--- config.mk ---
export PLATFORM = sky130hd
export DESIGN_NAME = vga_fetch_sched_flat
export DESIGN_NICKNAME = d
export VERILOG_FILES = /design/src/rtl/vga_pkg.sv /design/src/rtl/vga_fetch_sched_if.sv /design/src/rtl/vga_edge_det.sv /design/src/rtl/vga_fetch_sched.sv /design/src/flat_wrapper.sv
export SDC_FILE = /design/constraint.sdc
export NUM_CORES = 1
export LEC_CHECK = 0
export ABC_AREA = 0
export CAP_MARGIN = 20
export CORE_UTILIZATION = 40
export CTS_BUF_LIST = sky130_fd_sc_hd__clkbuf_16
export DETAILED_ROUTE_END_ITERATION = 8
export DONT_BUFFER_PORTS = 1
export GPL_TIMING_DRIVEN = 0
export PLACE_DENSITY = 0.52
export SLEW_MARGIN = 20
export SYNTH_ARGS = -nofsm -noshare
export SYNTH_HDL_FRONTEND = slang
export SYNTH_SLANG_ARGS = --single-unit
--- constraint.sdc ---
create_clock -name pixel_clk -period 7.29 [get_ports pixel_clk]
set_clock_uncertainty 0.15 [all_clocks]
set_input_delay 0.3645 -clock pixel_clk [delete_from_list [all_inputs] [get_ports pixel_clk]]
set_output_delay 0.3645 -clock pixel_clk [all_outputs]
set_load 0.005 [all_outputs]
--- src/rtl/vga_pkg.sv ---
// Shared VGA definitions for the fetch scheduler and the timing generator.
// Holds the scheduler state encoding, the framebuffer pixel size and the
// default 800x480 display timing.
package vga_pkg;

  // Framebuffer pixels are 32-bit words.
  localparam int BYTES_PER_PIXEL = 4;

  // Default 800x480 timing, in pixel clocks and lines.
  localparam int H_DISP  = 800;
  localparam int H_FRONT = 40;
  localparam int H_SYNC  = 48;
  localparam int H_BACK  = 88;
  localparam int V_DISP  = 480;
  localparam int V_FRONT = 13;
  localparam int V_SYNC  = 3;
  localparam int V_BACK  = 32;

  // Default fetch geometry.
  localparam int DEF_BURST      = 16;
  localparam int DEF_FIFO_DEPTH = 256;

  // Fetch scheduler states.
  //   IDLE  : fetching disabled
  //   ARM   : waiting for the start of a frame
  //   CHECK : deciding whether the next burst fits / the frame is done
  //   REQ   : read request presented, waiting for acceptance
  //   XFER  : burst accepted, waiting for its last pixel
  typedef enum logic [2:0] {
    IDLE  = 3'd0,
    ARM   = 3'd1,
    CHECK = 3'd2,
    REQ   = 3'd3,
    XFER  = 3'd4
  } fetch_state_t;

endpackage

--- src/rtl/vga_fetch_sched_if.sv ---
// Burst read bus between the fetch scheduler (master) and the memory read
// engine (slave).
//   rd_req  : burst read request, held until accepted
//   rd_addr : burst start byte address, stable while rd_req=1
//   rd_ack  : request accepted
//   rd_done : one-cycle pulse, last pixel of the burst written to the FIFO
interface vga_fetch_sched_if #(
  parameter int ADDR_W = 32
) ();

  logic              rd_req;
  logic [ADDR_W-1:0] rd_addr;
  logic              rd_ack;
  logic              rd_done;

  modport master (
    output rd_req,
    output rd_addr,
    input  rd_ack,
    input  rd_done
  );

  modport slave (
    input  rd_req,
    input  rd_addr,
    output rd_ack,
    output rd_done
  );

endinterface

--- src/rtl/vga_edge_det.sv ---
// Registered falling-edge detector.
//   clk  : clock
//   rst  : asynchronous active-high reset
//   d    : input level
//   fall : high while the registered level is 1 and the current level is 0
module vga_edge_det (
  input  logic clk,
  input  logic rst,
  input  logic d,
  output logic fall
);

  logic d_q;

  // Resetting to 1 means a line that is already low when reset releases
  // produces a trigger on the first cycle out of reset.
  always_ff @(posedge clk or posedge rst) begin
    if (rst) begin
      d_q <= 1'b1;
    end else begin
      d_q <= d;
    end
  end

  assign fall = d_q & ~d;

endmodule

--- src/rtl/vga_fetch_sched.sv ---
// Framebuffer fetch scheduler: issues one burst read at a time to keep the
// pixel FIFO topped up, restarting from the frame base at each falling edge
// of vs, and flags FIFO underflow during active display.
//   pixel_clk, pixel_rst : clock, asynchronous active-high reset
//   enable               : fetching allowed
//   frame_base           : framebuffer base byte address, latched per frame
//   vs                   : vertical sync, active-low (falling edge = new frame)
//   blank                : 1 = active pixel being displayed
//   fifo_level           : pixels currently in the FIFO
//   rd                   : burst read bus (master side)
//   fifo_flush           : one-cycle FIFO clear at frame start
//   frame_start          : one-cycle pulse coincident with fifo_flush
//   underflow            : sticky underflow flag
//   underflow_clr        : clears underflow
//   busy                 : scheduler is not IDLE
module vga_fetch_sched
  import vga_pkg::*;
#(
  parameter int HDISP      = H_DISP,
  parameter int VDISP      = V_DISP,
  parameter int BURST      = DEF_BURST,
  parameter int FIFO_DEPTH = DEF_FIFO_DEPTH,
  parameter int ADDR_W     = 32
) (
  input  logic                               pixel_clk,
  input  logic                               pixel_rst,
  input  logic                               enable,
  input  logic [ADDR_W-1:0]                  frame_base,
  input  logic                               vs,
  input  logic                               blank,
  input  logic [$clog2(FIFO_DEPTH+1)-1:0]    fifo_level,
  vga_fetch_sched_if.master                  rd,
  output logic                               fifo_flush,
  output logic                               frame_start,
  output logic                               underflow,
  input  logic                               underflow_clr,
  output logic                               busy
);

  localparam int TOTAL = HDISP * VDISP;
  localparam int CNT_W = $clog2(TOTAL + 1);

  if ((TOTAL % BURST) != 0) begin : g_bad_burst
    $error("vga_fetch_sched: HDISP*VDISP must be a multiple of BURST");
  end
  if (FIFO_DEPTH < 2 * BURST) begin : g_bad_depth
    $error("vga_fetch_sched: FIFO_DEPTH must be at least 2*BURST");
  end

  fetch_state_t      state;
  logic [CNT_W-1:0]  pix_cnt;
  logic [ADDR_W-1:0] base;
  logic              restart_pending;
  logic              rd_req_q;
  logic [ADDR_W-1:0] rd_addr_q;

  logic vs_fall;
  logic room;
  logic frame_done;
  logic burst_end;
  logic do_restart;

  vga_edge_det u_vs_edge (
    .clk  (pixel_clk),
    .rst  (pixel_rst),
    .d    (vs),
    .fall (vs_fall)
  );

  // A whole burst must fit in the free FIFO space before it is requested.
  assign room       = (32'(fifo_level) + 32'(BURST)) <= 32'(FIFO_DEPTH);
  assign frame_done = (pix_cnt == CNT_W'(TOTAL));

  // A burst ends on rd_done in XFER, or on rd_done arriving together with
  // rd_ack in REQ. rd_ack/rd_done in any other state are ignored.
  assign burst_end = rd.rd_done && ((state == XFER) || (state == REQ && rd.rd_ack));

  // Frame restart: immediate in ARM/CHECK, deferred to the end of the
  // outstanding burst in REQ/XFER (including a vs edge on that very cycle).
  assign do_restart = enable && (
                        (vs_fall && (state == ARM || state == CHECK)) ||
                        (burst_end && (restart_pending || vs_fall)));

  // NOTE: every register here has an asynchronous reset; the sensitivity list
  // carries the reset edge so outputs return to their idle values without a
  // clock, which abandons any burst in flight.
  always_ff @(posedge pixel_clk or posedge pixel_rst) begin
    if (pixel_rst) begin
      state           <= IDLE;
      busy            <= 1'b0;
      rd_req_q        <= 1'b0;
      rd_addr_q       <= '0;
      fifo_flush      <= 1'b0;
      frame_start     <= 1'b0;
      pix_cnt         <= '0;
      base            <= '0;
      restart_pending <= 1'b0;
    end else begin
      // NOTE: non-blocking assignments throughout, so a later assignment in
      // this block overrides an earlier default within the same cycle.
      fifo_flush  <= 1'b0;
      frame_start <= 1'b0;

      case (state)
        IDLE: begin
          if (enable) begin
            state <= ARM;
            busy  <= 1'b1;
          end
        end

        ARM: begin
          if (!enable) begin
            state <= IDLE;
            busy  <= 1'b0;
          end else if (vs_fall) begin
            state <= CHECK;
          end
        end

        CHECK: begin
          if (!enable) begin
            state <= IDLE;
            busy  <= 1'b0;
          end else if (vs_fall) begin
            state <= CHECK;
          end else if (frame_done) begin
            state <= ARM;
          end else if (room) begin
            state     <= REQ;
            rd_req_q  <= 1'b1;
            rd_addr_q <= base + ADDR_W'(pix_cnt) * ADDR_W'(BYTES_PER_PIXEL);
          end
        end

        REQ, XFER: begin
          if (state == REQ && rd.rd_ack) begin
            rd_req_q <= 1'b0;
            state    <= XFER;
          end
          if (burst_end) begin
            restart_pending <= 1'b0;
            pix_cnt         <= pix_cnt + CNT_W'(BURST);
            if (enable) begin
              state <= CHECK;
            end else begin
              state <= IDLE;
              busy  <= 1'b0;
            end
          end else if (vs_fall) begin
            restart_pending <= 1'b1;
          end
        end

        default: begin
          state    <= IDLE;
          busy     <= 1'b0;
          rd_req_q <= 1'b0;
        end
      endcase

      // Frame (re)start overrides the counter update above.
      if (do_restart) begin
        fifo_flush  <= 1'b1;
        frame_start <= 1'b1;
        base        <= frame_base;
        pix_cnt     <= '0;
      end
    end
  end

  // Set wins over clear so an underflow seen on the clearing cycle is kept.
  always_ff @(posedge pixel_clk or posedge pixel_rst) begin
    if (pixel_rst) begin
      underflow <= 1'b0;
    end else if (blank && fifo_level == '0 && busy) begin
      underflow <= 1'b1;
    end else if (underflow_clr) begin
      underflow <= 1'b0;
    end
  end

  assign rd.rd_req  = rd_req_q;
  assign rd.rd_addr = rd_addr_q;

endmodule

--- src/flat_wrapper.sv ---
// flat-port wrapper written by rule: the top's interface ports become plain ports
module vga_fetch_sched_flat import vga_pkg::*;
#(
  parameter int HDISP      = H_DISP,
  parameter int VDISP      = V_DISP,
  parameter int BURST      = DEF_BURST,
  parameter int FIFO_DEPTH = DEF_FIFO_DEPTH,
  parameter int ADDR_W     = 32
)
  (pixel_clk, pixel_rst, enable, frame_base, vs, blank, fifo_level, fifo_flush, frame_start, underflow, underflow_clr, busy, rd_rd_req, rd_rd_addr, rd_rd_ack, rd_rd_done);
  vga_fetch_sched_if #(.ADDR_W(ADDR_W)) rd_i ();
  input  logic pixel_clk;
  input  logic pixel_rst;
  input  logic enable;
  input  logic [ADDR_W-1:0] frame_base;
  input  logic vs;
  input  logic blank;
  input  logic [$clog2(FIFO_DEPTH+1)-1:0] fifo_level;
  output logic fifo_flush;
  output logic frame_start;
  output logic underflow;
  input  logic underflow_clr;
  output logic busy;
  output wire logic [$bits(rd_i.rd_req)-1:0] rd_rd_req;
  output wire logic [$bits(rd_i.rd_addr)-1:0] rd_rd_addr;
  input wire logic [$bits(rd_i.rd_ack)-1:0] rd_rd_ack;
  input wire logic [$bits(rd_i.rd_done)-1:0] rd_rd_done;
  assign rd_rd_req = rd_i.rd_req;
  assign rd_rd_addr = rd_i.rd_addr;
  assign rd_i.rd_ack = rd_rd_ack;
  assign rd_i.rd_done = rd_rd_done;
  vga_fetch_sched #(.HDISP(HDISP), .VDISP(VDISP), .BURST(BURST), .FIFO_DEPTH(FIFO_DEPTH), .ADDR_W(ADDR_W)) u_core (.pixel_clk(pixel_clk), .pixel_rst(pixel_rst), .enable(enable), .frame_base(frame_base), .vs(vs), .blank(blank), .fifo_level(fifo_level), .rd(rd_i), .fifo_flush(fifo_flush), .frame_start(frame_start), .underflow(underflow), .underflow_clr(underflow_clr), .busy(busy));
endmodule
==> results.txt <==
The flow ran to the end, and the final reports show no timing, DRC or antenna violations. The hold path startpoint is frame_base[0]. The maximum level of the CTS H-tree came out at 3.

The count of flip-flops with a built-in enable after synthesis came out at 0. The total overflow left after global routing is 0. The total nets after synthesis is 492.

The total I/O pin count came out at 86. The synthesis-to-finish area growth is 13.3%. The worst hold path terminates at u_core.base[0]$_DFFE_PP0N_.

The post-CTS setup buffer count is 0. The highest ir drop seen on vdd came out at 0.133 mV. The most frequent cell on the critical path is sky130_fd_sc_hd__nand2_1. The number of endpoints with negative hold slack in the final report is 0. In this run the vertical extent of the chip is 108 µm.

After detailed routing, the wire length on met1 is 4690 µm. The TritonCTS clock tree is done. Setup slack on the worst reg-to-reg path comes out at 4.59 ns. The wire length on met3 came out at 566 µm. The slowest stage of the critical path is the sky130_fd_sc_hd__dfrtp_1 cell. The wire length per cell after detailed routing came out at 17.1 µm.

The via count of the first global-routing pass came out at 3218. The area after detailed placement came out at 4690 µm². The clock period minus final worst setup slack is 2.70 ns. The end of the worst register-to-register path is u_core.rd.rd_addr[27]$_DFFE_PP0P_. After layout, the worst path uses 37.1% of the clock period. The first detailed-routing pass ran for 4 iterations.

The type of destination of the critical path is a flop. The smallest hold slack came out at 0.0120 ns. Counting flops with an async set or reset pin after synthesis yields a share of 100%. The cell area that synthesis handed to floorplanning was 4480 µm².

Using the TritonRoute via totals, the vias-per-cell ratio works out to 5.47. The clock latency of the later-clocked register in the worst-skew pair is 0.35 ns. The total die area is 11600 µm².

After floorplanning, the core was divided into 38 placement rows. The placer congestion estimate is 0.789. The number of antenna violations at the first check in global routing came out at 0. In this run the critical register-to-register path is launched from u_core.pix_cnt[7]$_DFFE_PP0P_.

Of all nets on the critical path, the largest fanout is 7. Cells with a size suffix above 1 make up 16.1% of the layout. The clock net in this run drives a total of 88 sinks. The tightest min-delay check is of the input port to flop type. The buffer levels on the longest clock path is 2. After floorplanning, the core was sized to cover 10900 µm². The worst setup path is launched from a flop. The clock buffer count from CTS is 9. The average cell area after synthesis came out at 10.5 µm². The overall routed net length is 10100 µm.

The proportion of synthesized chip area in sequential cells is 49.1%. The largest net degree at the start of global routing is 60. The initial utilization of the core area, before any placement, comes to 41.2%. The type of the worst setup path is flop to flop. In this run the remaining antenna-violating nets after routing total 0. The transition time of the tightest slew-check pin is 0.799 ns. Setup repair after global routing left no endpoint under its margin. In this run the horizontal extent of the chip is 108 µm. The net total in the final layout came out at 515. The power per unit of standard cell area is 357 nW/µm². The number of port buffers came out at 0. The number of warnings issued by yosys came out at 0. The number of antenna cells inserted is 0. Overall power consumption after layout is estimated at 1.81 mW. The post-synthesis register bit count came out at 88.

The detailed router placed 3247 vias in this run. Timing would allow up to 370 MHz. The cell sitting at the root of the clock tree is a sky130_fd_sc_hd__clkbuf_16. The hold-critical path depth is 1.

The number of pins with negative max-slew slack in the final report came out at 0. The signal on the critical path passes through ha_1 -> nand2_1 -> o21ai_1 -> and3_1 -> o211ai_2 -> nand2_1 -> a41oi_1 -> a211o_1. The detailed-routed wire length on met2 came out at 4710 µm. Data arrives at the worst endpoint at 2.79 ns. At the end of the flow the core is filled with cells to 46.7%. The final instance area came out at 5080 µm².

After the first detailed-routing iteration, the DRC count stood at 159. The delay of the slowest cell on the worst path is 0.48 ns. The kind of cell with the highest combined delay along the critical path is compound AO/OA/AOI/OAI gates. The tightest slew margin relative to the limit came out at 46.5%.

STA puts the critical path data required time at 7.38 ns. The leakage power total is 2.26 nW. The clock edge transition at the registers on the reported setup and hold paths is 0.07 ns. After detailed routing, no signal wire sits above met4.

The placed wire-length estimate came out at 7270 µm. Setup violations remaining at the end of the flow were counted as 0. The max-cap check violation count is 0.

The detailed-route DRC error count came out at 0. The worst register-to-register path has a depth of 8. The most used flip-flop cell after synthesis is sky130_fd_sc_hd__dfrtp_1. The count of mapped cells out of synthesis came out at 426. Adding up every negative setup slack in the final design gives 0 ns. The global-route usage over all layers came out at 19.0%.

The number of buffer and inverter stages on the critical path is 0. The first global-routing pass estimated 16500 µm of wire. In this run, distinct cell masters in the synthesized netlist total 56.
worst max path at each step:
stage,startpoint,endpoint,cells after the start
2_1_floorplan,pixel_rst,u_core.base[0]$_DFFE_PP0N_,1
6_report,u_core.pix_cnt[7]$_DFFE_PP0P_,u_core.rd.rd_addr[27]$_DFFE_PP0P_,8
3_5_place_dp,u_core.pix_cnt[4]$_DFFE_PP0P_,u_core.rd.rd_addr[15]$_DFFE_PP0P_,10
4_1_cts,u_core.pix_cnt[4]$_DFFE_PP0P_,u_core.rd.rd_addr[15]$_DFFE_PP0P_,10
5_1_grt,u_core.pix_cnt[4]$_DFFE_PP0P_,u_core.rd.rd_addr[15]$_DFFE_PP0P_,10
3_3_place_gp,pixel_rst,u_core.rd.rd_addr[16]$_DFFE_PP0P_,1
synth_stat cells (3+ instances only):
cell	number	area, µm²
sky130_fd_sc_hd__a21oi_1	17	85.1
sky130_fd_sc_hd__inv_1	14	52.6
sky130_fd_sc_hd__buf_4	4	30.0
sky130_fd_sc_hd__clkbuf_1	6	22.5
sky130_fd_sc_hd__o21ai_0	36	180
sky130_fd_sc_hd__mux2_2	32	360
sky130_fd_sc_hd__a211oi_1	6	45.0
sky130_fd_sc_hd__dfrtp_1	87	2180
sky130_fd_sc_hd__nand2_1	50	188
sky130_fd_sc_hd__a21o_1	5	37.5
sky130_fd_sc_hd__a31oi_1	3	18.8
sky130_fd_sc_hd__and3_1	3	18.8
sky130_fd_sc_hd__nand3_1	15	75.1
sky130_fd_sc_hd__buf_2	6	30.0
sky130_fd_sc_hd__a211o_1	3	26.3
sky130_fd_sc_hd__mux2_1	3	33.8
sky130_fd_sc_hd__ha_1	17	213
sky130_fd_sc_hd__o21a_1	3	22.5
sky130_fd_sc_hd__nor2b_1	3	18.8
sky130_fd_sc_hd__nand4_1	9	56.3
sky130_fd_sc_hd__xnor2_1	17	149
sky130_fd_sc_hd__xor2_1	16	140
sky130_fd_sc_hd__nor2_1	29	109
sky130_fd_sc_hd__nor3_1	3	15.0
placed cells by master, fill, tap and decap left out, types with 2 or more instances in the layout:
cell                             n
sky130_fd_sc_hd__nand3_1        15
sky130_fd_sc_hd__o41ai_1         2
sky130_fd_sc_hd__nand4_2         2
sky130_fd_sc_hd__inv_6           3
sky130_fd_sc_hd__o221ai_1        2
sky130_fd_sc_hd__nor3b_1         2
sky130_fd_sc_hd__nand2_1        50
sky130_fd_sc_hd__clkinvlp_4      2
sky130_fd_sc_hd__a21oi_1        17
sky130_fd_sc_hd__buf_4           4
sky130_fd_sc_hd__clkbuf_1        6
sky130_fd_sc_hd__o21a_1          3
sky130_fd_sc_hd__nor2b_1         3
sky130_fd_sc_hd__a211o_1         3
sky130_fd_sc_hd__or3_1           2
sky130_fd_sc_hd__o21ai_0        36
sky130_fd_sc_hd__nor3_1          3
sky130_fd_sc_hd__dlygate4sd3_1  11
sky130_fd_sc_hd__ha_1           17
sky130_fd_sc_hd__xnor2_1        17
sky130_fd_sc_hd__clkbuf_16       9
sky130_fd_sc_hd__a211oi_1        6
sky130_fd_sc_hd__a21o_1          5
sky130_fd_sc_hd__a31oi_1         3
sky130_fd_sc_hd__inv_1          13
sky130_fd_sc_hd__nor2_1         29
sky130_fd_sc_hd__mux2_1          3
sky130_fd_sc_hd__clkinv_4        2
sky130_fd_sc_hd__xor2_1         16
sky130_fd_sc_hd__mux2_2         32
sky130_fd_sc_hd__dfrtp_1        87
sky130_fd_sc_hd__buf_2           6
sky130_fd_sc_hd__nand4b_1        2
sky130_fd_sc_hd__nand4_1         9
sky130_fd_sc_hd__and3_1          3
sky130_fd_sc_hd__o21ai_1         2
metrics by stage:
stage | setup slack, ns | cells
floorplan | 4.50 | 426
global placement | 3.44 | 566
detailed placement | 4.58 | 567
CTS | 4.56 | 593
global route | 4.36 | 594
finish | 4.59 | 594
repair_timing:
item / CTS / global route
hold endpoints to repair: 37 / 1
hold buffers: 10 / 1
gates resized for setup: 0 / 0
setup endpoints to repair: 0 / 0
flip-flops by register name (all words and copies together) (netlist names):
signal                  cells
u_core.rd.rd_req            1
u_core.state                3
u_core.rd.rd_addr          32
u_core.base                32
u_core.pix_cnt             15
u_core.fifo_flush           1
u_core.restart_pending      1
u_core.underflow            1
u_core.u_vs_edge.d_q        1
u_core.busy                 1
final cells by class:
type / count / area (µm²)
inverters: 14 / 57.6
well taps: 140 / 175
multi-input cells: 307 / 2130
plain buffers: 17 / 93.8
flip-flops and latches: 88 / 2200
fillers: 1060 / 5810
repair buffers: 12 / 138
clock buffers: 9 / 225
clock inverters: 7 / 55.1
report_power, final:
group	leakage [nW]	internal (mW)	switching, mW
logic	1.00	0.255	0.278
clock network	0.132	0.234	0.207
registers	1.12	0.683	0.155
kinds of logic after synthesis:
kind of cell / Yosys count / synth area share, %
buffers and inverters: 31 / 3.27
xor gates and xnor gates: 33 / 6.45
muxes: 35 / 8.79
adders and majority gates: 17 / 4.74
DFF: 88 / 49.1
and+or+nand+nor: 131 / 14.5
AOI/OAI and AO/OA: 91 / 13.1
metal layers:
layer | track usage (%) | up-vias
li1 | - | 1563
met4 | 7.93 | 0
met1 | 24.5 | 1591
met3 | 4.60 | 14
met5 | 0 | -
met2 | 30.4 | 79
Note: power is estimated with default switching activity, not from simulation.
